File: src/rtl/cpu_pkg.sv
// Shared constants and fetch-FSM state encoding for the CPU front end.
// Default widths and the halt encoding live here so the core and its parent agree on them.
package cpu_pkg;

    localparam int unsigned N_DEFAULT = 16;
    localparam int unsigned R_DEFAULT = 6;
    localparam logic [15:0] HALT_OP_DEFAULT = 16'hFFFF;

    typedef enum logic [1:0] {
        BOOT  = 2'd0,
        FETCH = 2'd1,
        HALT  = 2'd2
    } fetch_state_e;

endpackage

File: src/rtl/ifetch_unit.sv
// Instruction fetch stage: single-cycle fetch from a combinational instruction memory,
// with decode backpressure, redirect flush and a sticky halt on HALT_OP.
module ifetch_unit
    import cpu_pkg::*;
#(
    parameter int unsigned N       = N_DEFAULT,
    parameter int unsigned R       = R_DEFAULT,
    parameter logic [N-1:0] HALT_OP = N'(HALT_OP_DEFAULT)
) (
    input  logic         clk,
    input  logic         rst_n,
    output logic [R-1:0] imem_addr,
    input  logic [N-1:0] imem_rdata,
    input  logic         redirect_valid,
    input  logic [R-1:0] redirect_pc,
    output logic         instr_valid,
    output logic [N-1:0] instr,
    output logic [R-1:0] instr_pc,
    input  logic         instr_ready,
    output logic         halted
);

    fetch_state_e state_q;
    logic [R-1:0] pc_q;
    logic         accept;
    logic         load;
    logic         is_halt;

    assign imem_addr = pc_q;
    assign accept    = instr_valid && instr_ready;
    // A fetch happens only when the output slot is free or is being drained this cycle.
    assign load      = (state_q == FETCH) && (!instr_valid || instr_ready) && !redirect_valid;
    assign is_halt   = (imem_rdata == HALT_OP);

    always_ff @(posedge clk or negedge rst_n) begin
        if (!rst_n) begin
            state_q     <= BOOT;
            pc_q        <= '0;
            instr       <= '0;
            instr_pc    <= '0;
            instr_valid <= 1'b0;
            halted      <= 1'b0;
        end else if (redirect_valid) begin
            // Redirect wins over everything, including a stalled or halted instruction.
            state_q     <= FETCH;
            pc_q        <= redirect_pc;
            instr_valid <= 1'b0;
            halted      <= 1'b0;
        end else begin
            unique case (state_q)
                BOOT: begin
                    state_q <= FETCH;
                end
                FETCH: begin
                    if (load) begin
                        instr       <= imem_rdata;
                        instr_pc    <= pc_q;
                        instr_valid <= 1'b1;
                        if (is_halt) begin
                            state_q <= HALT;
                            halted  <= 1'b1;
                        end else begin
                            pc_q <= pc_q + R'(1);
                        end
                    end else if (accept) begin
                        instr_valid <= 1'b0;
                    end
                end
                HALT: begin
                    if (accept) begin
                        instr_valid <= 1'b0;
                    end
                end
                default: begin
                    state_q <= BOOT;
                end
            endcase
        end
    end

endmodule

File: config.mk
export PLATFORM = sky130hd
export DESIGN_NAME = ifetch_unit
export DESIGN_NICKNAME = d
export VERILOG_FILES = /design/src/rtl/cpu_pkg.sv /design/src/rtl/ifetch_unit.sv
export SDC_FILE = /design/constraint.sdc
export NUM_CORES = 1
export LEC_CHECK = 0
export ABC_AREA = 1
export CORE_ASPECT_RATIO = 0.9
export CORE_UTILIZATION = 32
export DETAILED_ROUTE_END_ITERATION = 8
export GPL_TIMING_DRIVEN = 0
export PLACE_DENSITY_LB_ADDON = 0.05
export SETUP_SLACK_MARGIN = 0.4
export SYNTH_ARGS = -nofsm -noshare
export SYNTH_HDL_FRONTEND = slang
export SYNTH_SLANG_ARGS = --single-unit
File: constraint.sdc
create_clock -name clk -period 1.4 [get_ports clk]
set_clock_uncertainty 0.1 [all_clocks]
set_input_delay 0.28 -clock clk [delete_from_list [all_inputs] [get_ports clk]]
set_output_delay 0.28 -clock clk [all_outputs]
set_load 0.005 [all_outputs]
---- Word level (Yosys, flattened, before mapping) ----
Index checks and enable logic that the tools add are counted.
storage, ports and cells
  output and inout bits ................... 30
  word-level logic and storage cells ...... 46
  register bits ........................... 32
  input port bits ......................... 26
cells by class
  equality and inequality tests ........... 7
  bitwise logic cells ..................... 1
  reduce and logical (&&, ||, !) cells .... 15
  add/subtract/negate cells ............... 1
  muxes and demuxes ....................... 16
operator list
  kind                    number
  $mux W6                 4
  $eq A16 B16 Y1 const B  1
  $reduce_and A3 Y1       4
  $mux W1                 7
  $add A6 B1 Y6 const B   1
  $mux W2                 3
  $ne A3 B3 Y1 const B    2
  $pmux W2 S3             1
  $reduce_bool A2 Y1      3
  $ne A2 B2 Y1 const B    2
  $logic_and A1 B1 Y1     3
  $reduce_bool A3 Y1      1
  $eq A2 B1 Y1 const B    1
  $eq A2 B2 Y1 const B    1
  $logic_not A1 Y1        2
  $logic_not A2 Y1        1
  $pmux W1 S2             1
  $logic_or A1 B1 Y1      1
  $not A1 Y1              1

---- Longest topological paths before layout ----
Gate-level depths: netlist of run 1.
  depth after elaboration ................. 7
  gate-level depth with buffers ........... 8
  gate-level depth less buffers ........... 8

---- Worst setup path after synthesis of run 1 ----
No wires, ideal clock.
  path kind ............................... register -> register
  from .................................... reg pc_q[0] (netlist: imem_addr[0])
  to ...................................... reg pc_q[4] (netlist: imem_addr[4])
  library setup time ...................... 0.117 ns
  period minus slack after synthesis ...... 1.219 ns
  buffers on the path ..................... 0
  data required time ...................... 1.183 ns
  path slack .............................. 0.181 ns
  arrival time ............................ 1.003 ns
  cell stages (with the launch flop) ...... 8
  cells stage by stage .................... dfrtp_1 ha_1 nand2_1 o21ai_0 nand3_1 nand2_1 nand2_1 nand2_1
on the way
  word-level cells in the longest chain between the ends .. 5
RTL lines
  item                    RTL line           text
  from (decl)             ifetch_unit.sv:24  logic [R-1:0] pc_q;
  from (signal assigned)  ifetch_unit.sv:46  pc_q <= redirect_pc;
  from (signal assigned)  ifetch_unit.sv:63  pc_q <= pc_q + R'(1);
  $add A6 B1 Y6           ifetch_unit.sv:63
  $mux W6                 ifetch_unit.sv:59  if (is_halt) begin
  $mux W6                 ifetch_unit.sv:55  if (load) begin
  $mux W6                 ifetch_unit.sv:50  unique case (state_q)
  $mux W6                 ifetch_unit.sv:43  end else if (redirect_valid) begin
Every way passes these cells. The select of a mux whose other input is x is not followed.
A chain may end at the register's enable or synchronous reset.

---- Final worst setup path of run 1 ----
  from .................................... reg instr_valid
  to ...................................... reg instr[11]
on the way
  word-level cells in the longest chain between the ends .. 5
RTL lines
  item                              RTL line           text
  from (decl)                       ifetch_unit.sv:16  output logic instr_valid,
  from (signal assigned)            ifetch_unit.sv:41  instr_valid <= 1'b0;
  from (signal assigned)            ifetch_unit.sv:47  instr_valid <= 1'b0;
  from (signal assigned)            ifetch_unit.sv:58  instr_valid <= 1'b1;
  $logic_not A1 Y1                  ifetch_unit.sv:32  assign load = (state_q == FETCH) && (!instr_valid || instr_ready) && !redirect_valid;
  $logic_or A1 B1 Y1                ifetch_unit.sv:32
  $logic_and A1 B1 Y1 (2 in a row)  ifetch_unit.sv:32
  $reduce_and A3 Y1 (no line)       n/a
  to (signal assigned)              ifetch_unit.sv:56  instr <= imem_rdata;
  to (decl)                         ifetch_unit.sv:17  output logic [N-1:0] instr,
Every way passes these cells.

==> impl_metrics.json, run 1 <==
{
  "run_status": "complete, but fails checks",
  "failed_checks": "hold timing",
  "final_cell_mix": "nand2_1, buf_2, dfrtp_1, buf_4, nand3_1",
  "min_path_type": "in2async",
  "ys_ff_latch": 32,
  "wl_per_cell_microns": 12.5,
  "wirelength_microns": 4440,
  "drt-pass1-iter-count": 4,
  "synth_top_family_by_area": "simple AND/OR/NAND/NOR gates",
  "synthesis.instances": 192,
  "die-area_sq_um": 5360,
  "path_clk_slew_ns": 0.07,
  "synth_cell_types": 24,
  "globalRouteTotalUtil": 0.176,
  "setup_viol": 0,
  "drcViolationCount": 0,
  "fillerInstances": 519,
  "worst_r2r_endpoint": "instr[11]$_DFFE_PN0P_",
  "cts_tree": "yes",
  "crit_path_start": "instr_valid$_DFFE_PN0P_",
  "cts-root-buf": "clkbuf_8",
  "area_growth_pct": 64.7,
  "core_area_sq_um": 4860,
  "grt_overflow": 0,
  "synthSimpleGateAreaFrac": 0.353,
  "ir_worst_vdd_v": 0.000438,
  "crit_required_ns": 1.48,
  "clkSinkCount": 32,
  "worstMarginPinSlew_ns": 0.743,
  "ys.warnings.count": 0,
  "first_iter_violations": 70,
  "clk_latency_ns": 0.29,
  "critPathArrivalTime_ns": 1.39,
  "port_buffers": 55,
  "layout_commonest_cell": "nand2_1",
  "maxCapViolCount": 0,
  "nNetsFinal": 316,
  "rsz0062_at_grt": "yes",
  "clockBufferDepth": 2,
  "layout-drive-gt1-share": 0.455,
  "cp-end-kind": "flip-flop",
  "grt_pass1_wl_microns": 7150,
  "antenna_found_initial": 0,
  "cts_htree_levels": 2,
  "synth_compound_area_frac": 0.0594,
  "r2r_slack_ns": 0.09,
  "diodes": 0,
  "fin_cells": 355,
  "min_period_ns": 1.31,
  "critical_path_class": "reg2reg",
  "cellLeakagePower_uw": 0.00138,
  "path_cells": "buf_6, inv_4, nor2_4, nor2_8, buf_12, clkbuf_16, nand3_2, nand2_1",
  "slowest_stage": "dfrtp_1",
  "whs_ns": -0.0420,
  "ant_nets": 0,
  "io_pins": 56,
  "synth_adder_area_share": 0.00772,
  "synth.avg_cell_area_sq_um": 8.45,
  "fmax_mhz": 763,
  "dp.cells": 312,
  "path_delay_family": "buffers and inverters",
  "rows": 24,
  "viasPerCell": 4.52,
  "synth_nets": 219,
  "cp_num_cells": 8,
  "grt_pass1_vias": 1476,
  "muxShareOfSynthArea": 0,
  "reg2reg_from": "instr_valid$_DFFE_PN0P_",
  "relSlewSlack": 0.505,
  "place_congestion": 0.721,
  "rr_worst_depth": 8,
  "placed_area_sq_um": 2290,
  "grt_max_degree": 33,
  "die_h_microns": 69.5,
  "fin_util": 0.549,
  "max_stage_delay_ns": 0.36,
  "drv_slew": 0,
  "powerDensity_nw_per_um2": 1030,
  "via_count": 1603,
  "dp_hpwl_microns": 2840,
  "synth_xor_area_frac": 0,
  "die_w_microns": 77.0,
  "ys_seq_area_frac": 0.494,
  "post-route-period-util": 0.936,
  "worstSetupStartpointType": "flip-flop",
  "initial_core_util": 0.333,
  "path_buf_inv": 4,
  "cts_made_buffers": 5,
  "worstPathMaxFanout": 6,
  "syn_area_sq_um": 1620,
  "finalHoldViolCount": 32,
  "final_cell_area_sq_um": 2670
}
[logic make-up after synthesis]
| family | Yosys count |
|---|---|
| fa+ha+maj | 1 |
| compound gates | 15 |
| flops | 32 |
| buf+inv | 18 |
| simple gates | 126 |
[cells in the mapped netlist]
library cell / count / share of area
o21ai_4: 1 / 0.010
nor2_4: 1 / 0.0069
nor2_8: 1 / 0.012
nor2_2: 3 / 0.012
nand4_1: 2 / 0.0077
a21oi_1: 4 / 0.012
buf_12: 2 / 0.025
a21boi_0: 1 / 0.0046
buf_6: 2 / 0.014
o21ai_2: 2 / 0.011
nand2_4: 2 / 0.014
inv_2: 1 / 0.0023
ha_1: 1 / 0.0077
nand2_2: 3 / 0.012
nor2_1: 5 / 0.012
dfrtp_1: 32 / 0.49
nand3_2: 1 / 0.0062
inv_1: 9 / 0.021
clkbuf_8: 2 / 0.017
buf_2: 1 / 0.0031
o21ai_0: 7 / 0.022
nand3_1: 27 / 0.083
buf_4: 1 / 0.0046
nand2_1: 81 / 0.19
[per-layer routing]
metal / track usage / share of wire / vias up
li1: - / - / 811
met1: 0.227 / 0.47 / 752
met2: 0.285 / 0.48 / 33
met3: 0.0382 / 0.039 / 7
met4: 0.0755 / 0.018 / 0
met5: 0 / 0 / -
[layout make-up]
cell class	instances	area, sq um	area share
Multi-Input combinational cell	142	822	0.308
Sequential cell	32	805	0.301
Timing Repair Buffer	90	712	0.267
Buffer	8	103	0.0384
Tap cell	65	81.3	0.0305
Clock buffer	6	72.6	0.0272
Inverter	10	40.0	0.0150
Clock inverter	2	35.0	0.0131
[worst max-delay path by stage]
stage               slack, ns                  endpoint
CTS                      0.09     instr[11]$_DFFE_PN0P_
finish                   0.09     instr[11]$_DFFE_PN0P_
global placement        -0.92  imem_addr[2]$_DFFE_PN0P_
detailed placement      -0.49  imem_addr[2]$_DFFE_PN0P_
global route             0.02     instr[15]$_DFFE_PN0P_
floorplan                0.21     instr[11]$_DFFE_PN0P_
[sequential cells by signal, summed over array words and instances (netlist names)]
register and cells:
instr_valid 1, instr_pc 6, halted 1, state_q 2
imem_addr 6, instr 16
[where the power goes]
part | leakage, uW | switching [uW] | internal [uW]
combinational | 0.000932 | 357 | 412
sequential | 0.000390 | 62.2 | 1040
clock | 0.0000552 | 348 | 528
total | 0.00138 | 766 | 1980
[stage by stage]
step	total power [uW]	setup slack (ns)	setup TNS, ns
finish	2750	0.0899	0
global route	2900	0.0166	0
CTS	2700	0.0866	0
detailed placement	1790	-0.492	-7.78
global placement	1790	-0.917	-32.93
floorplan	1400	0.206	0
[worst reg2reg max path, stage by stage (launching register included)]
cell and delay, ns:
dfrtp_1 0.36, buf_6 0.11, inv_4 0.03, nor2_4 0.15
nor2_8 0.06, buf_12 0.14, clkbuf_16 0.15, nand3_2 0.05
nand2_1 0.05
[repair_timing]
action / in CTS / in global routing
gates resized for setup: 159 / 15
pin swaps: 25 / 8
buffers inserted: 24 / 10
endpoints found under the hold margin: 32 / 0
cloned: 0 / 1
endpoints found under the setup margin: 62 / 62
(Power assumes the default switching activity.)
==> run 2, diff against run 1 <==
--- a/config.mk
+++ b/config.mk
@@ -6,6 +6,8 @@
 export NUM_CORES = 1
 export LEC_CHECK = 0
 export ABC_AREA = 1
+export CELL_PAD_IN_SITES_DETAIL_PLACEMENT = 0
+export CELL_PAD_IN_SITES_GLOBAL_PLACEMENT = 1
 export CORE_ASPECT_RATIO = 0.9
 export CORE_UTILIZATION = 32
 export DETAILED_ROUTE_END_ITERATION = 8
==> impl_metrics.json, run 2 (same netlist as run 1, synthesis figures left out) <==
{
  "critPathArrivalTime_ns": 1.37,
  "drt-pass1-iter-count": 4,
  "slowest_stage": "dfrtp_1",
  "dp_hpwl_microns": 2820,
  "first_iter_violations": 46,
  "worstSetupStartpointType": "flip-flop",
  "clockBufferDepth": 2,
  "clkSinkCount": 32,
  "wl_per_cell_microns": 12.8,
  "path_clk_slew_ns": 0.07,
  "dp_slack_ns": -0.487,
  "grt_pass1_wl_microns": 7380,
  "layout_commonest_cell": "nand2_1",
  "fillerInstances": 496,
  "cts-root-buf": "clkbuf_8",
  "multi_input_area_sq_um": 871,
  "max_stage_delay_ns": 0.38,
  "die_h_microns": 69.5,
  "globalRouteTotalUtil": 0.179,
  "crit_required_ns": 1.47,
  "final_cell_mix": "nand2_1, buf_2, dfrtp_1, buf_4, nand3_2",
  "placed_area_sq_um": 2290,
  "worstMarginPinSlew_ns": 0.739,
  "die-area_sq_um": 5360,
  "run_status": "complete, but fails checks",
  "die_w_microns": 77.0,
  "powerDensity_nw_per_um2": 974,
  "grt_pass1_vias": 1524,
  "worstPathMaxFanout": 10,
  "path_cells": "buf_6, inv_4, nor2_4, nor2_8, nand2_4, buf_6, nand2_1, nand2_1",
  "clk_latency_ns": 0.28,
  "regArea_sq_um": 805,
  "drv_slew": 0,
  "fin_util": 0.552,
  "min_period_ns": 1.30,
  "place_congestion": 0.776,
  "largest_register": "instr",
  "critical_path_class": "reg2reg",
  "setup_viol": 0,
  "worst_slack_ns": 0.101,
  "cts_made_buffers": 5,
  "nNetsFinal": 312,
  "ant_nets": 0,
  "initial_core_util": 0.333,
  "drcViolationCount": 0,
  "final_cell_area_sq_um": 2690,
  "whs_ns": -0.0392,
  "relSlewSlack": 0.508,
  "viasPerCell": 4.58,
  "cp-end-kind": "flip-flop",
  "rows": 24,
  "fmax_mhz": 770,
  "maxCapViolCount": 0,
  "layout-drive-gt1-share": 0.476,
  "finalHoldViolCount": 32,
  "io_pins": 56,
  "post-route-period-util": 0.928,
  "ir_worst_vdd_v": 0.000579,
  "path_delay_family": "simple AND/OR/NAND/NOR gates",
  "largest_reg_flops": 16,
  "diodes": 0,
  "grt_overflow": 0,
  "grt_max_degree": 33,
  "rsz0062_at_grt": "yes",
  "port_buffers": 55,
  "cts_htree_levels": 2,
  "via_count": 1606,
  "cts_tree": "yes",
  "wirelength_microns": 4510,
  "path_buf_inv": 3,
  "core_area_sq_um": 4860,
  "area_growth_pct": 65.7,
  "cellLeakagePower_uw": 0.00138,
  "failed_checks": "hold timing",
  "min_path_type": "in2async",
  "antenna_found_initial": 0
}
[run 2: changes by cell type in the layout (fill, tap and decap cells not counted), moves of 2 or more]
cell             change
dlygate4sd2_1        +4
nand3_1              -5
buf_4                -5
nand3_2              +4
clkdlybuf4s15_1      -2
nand2_4              +2
clkdlybuf4s15_2      -2
nand2_1              -3
[run 2: final timing paths]
check	startpoint	to	slack, ns	cells after the start
setup / recovery	instr_valid$_DFFE_PN0P_	instr[9]$_DFFE_PN0P_	0.10	8
hold reg to reg	instr[13]$_DFFE_PN0P_	instr[13]$_DFFE_PN0P_	0.37	2
setup reg to reg	instr_valid$_DFFE_PN0P_	instr[9]$_DFFE_PN0P_	0.10	8
hold / removal	rst_n	instr_valid$_DFFE_PN0P_	-0.04	1
max in group asynchronous	rst_n	imem_addr[2]$_DFFE_PN0P_	0.72	1
min in group clk	imem_rdata[3]	instr[3]$_DFFE_PN0P_	0.26	3
[run 2: repair_timing]
item / 4_1_cts / 5_1_grt
pin swaps: 22 / 11
setup buffers: 24 / 6
resized for setup: 166 / 17
cloned: 1 / 0
setup endpoints to repair: 62 / 62
hold endpoints to repair: 32 / 0
[run 2: where the power goes]
part / total (uW) / internal, uW / leakage, uW / switching (uW)
Clock: 738 / 392 / 0.0000510 / 346
Sequential: 1110 / 1040 / 0.000390 / 64.7
Combinational: 773 / 405 / 0.000935 / 368
[run 2: metal layers]
metal  vias to the layer above  global-route usage  share of wire
li1                        800                   -              -
met1                       758               0.253           0.48
met2                        42               0.266           0.46
met3                         6              0.0408          0.044
met4                         0              0.0713          0.013
met5                         -                   0              0
[run 2: area by class of cell]
type / instances / share of cell area
clock inverters: 2 / 0.00372
clock buffers: 6 / 0.0307
inverters: 10 / 0.0149
repair buffers: 86 / 0.259
flip-flops and latches: 32 / 0.299
multi-input cells: 142 / 0.324
well taps: 65 / 0.0303
plain buffers: 8 / 0.0382
[run 2: metrics by stage]
stage               setup TNS, ns  total power, uW  cells
floorplan                       0             1400    192
global placement           -32.12             1790    312
detailed placement          -7.31             1790    312
CTS                             0             2580    345
global route                    0             2780    351
finish                          0             2620    351
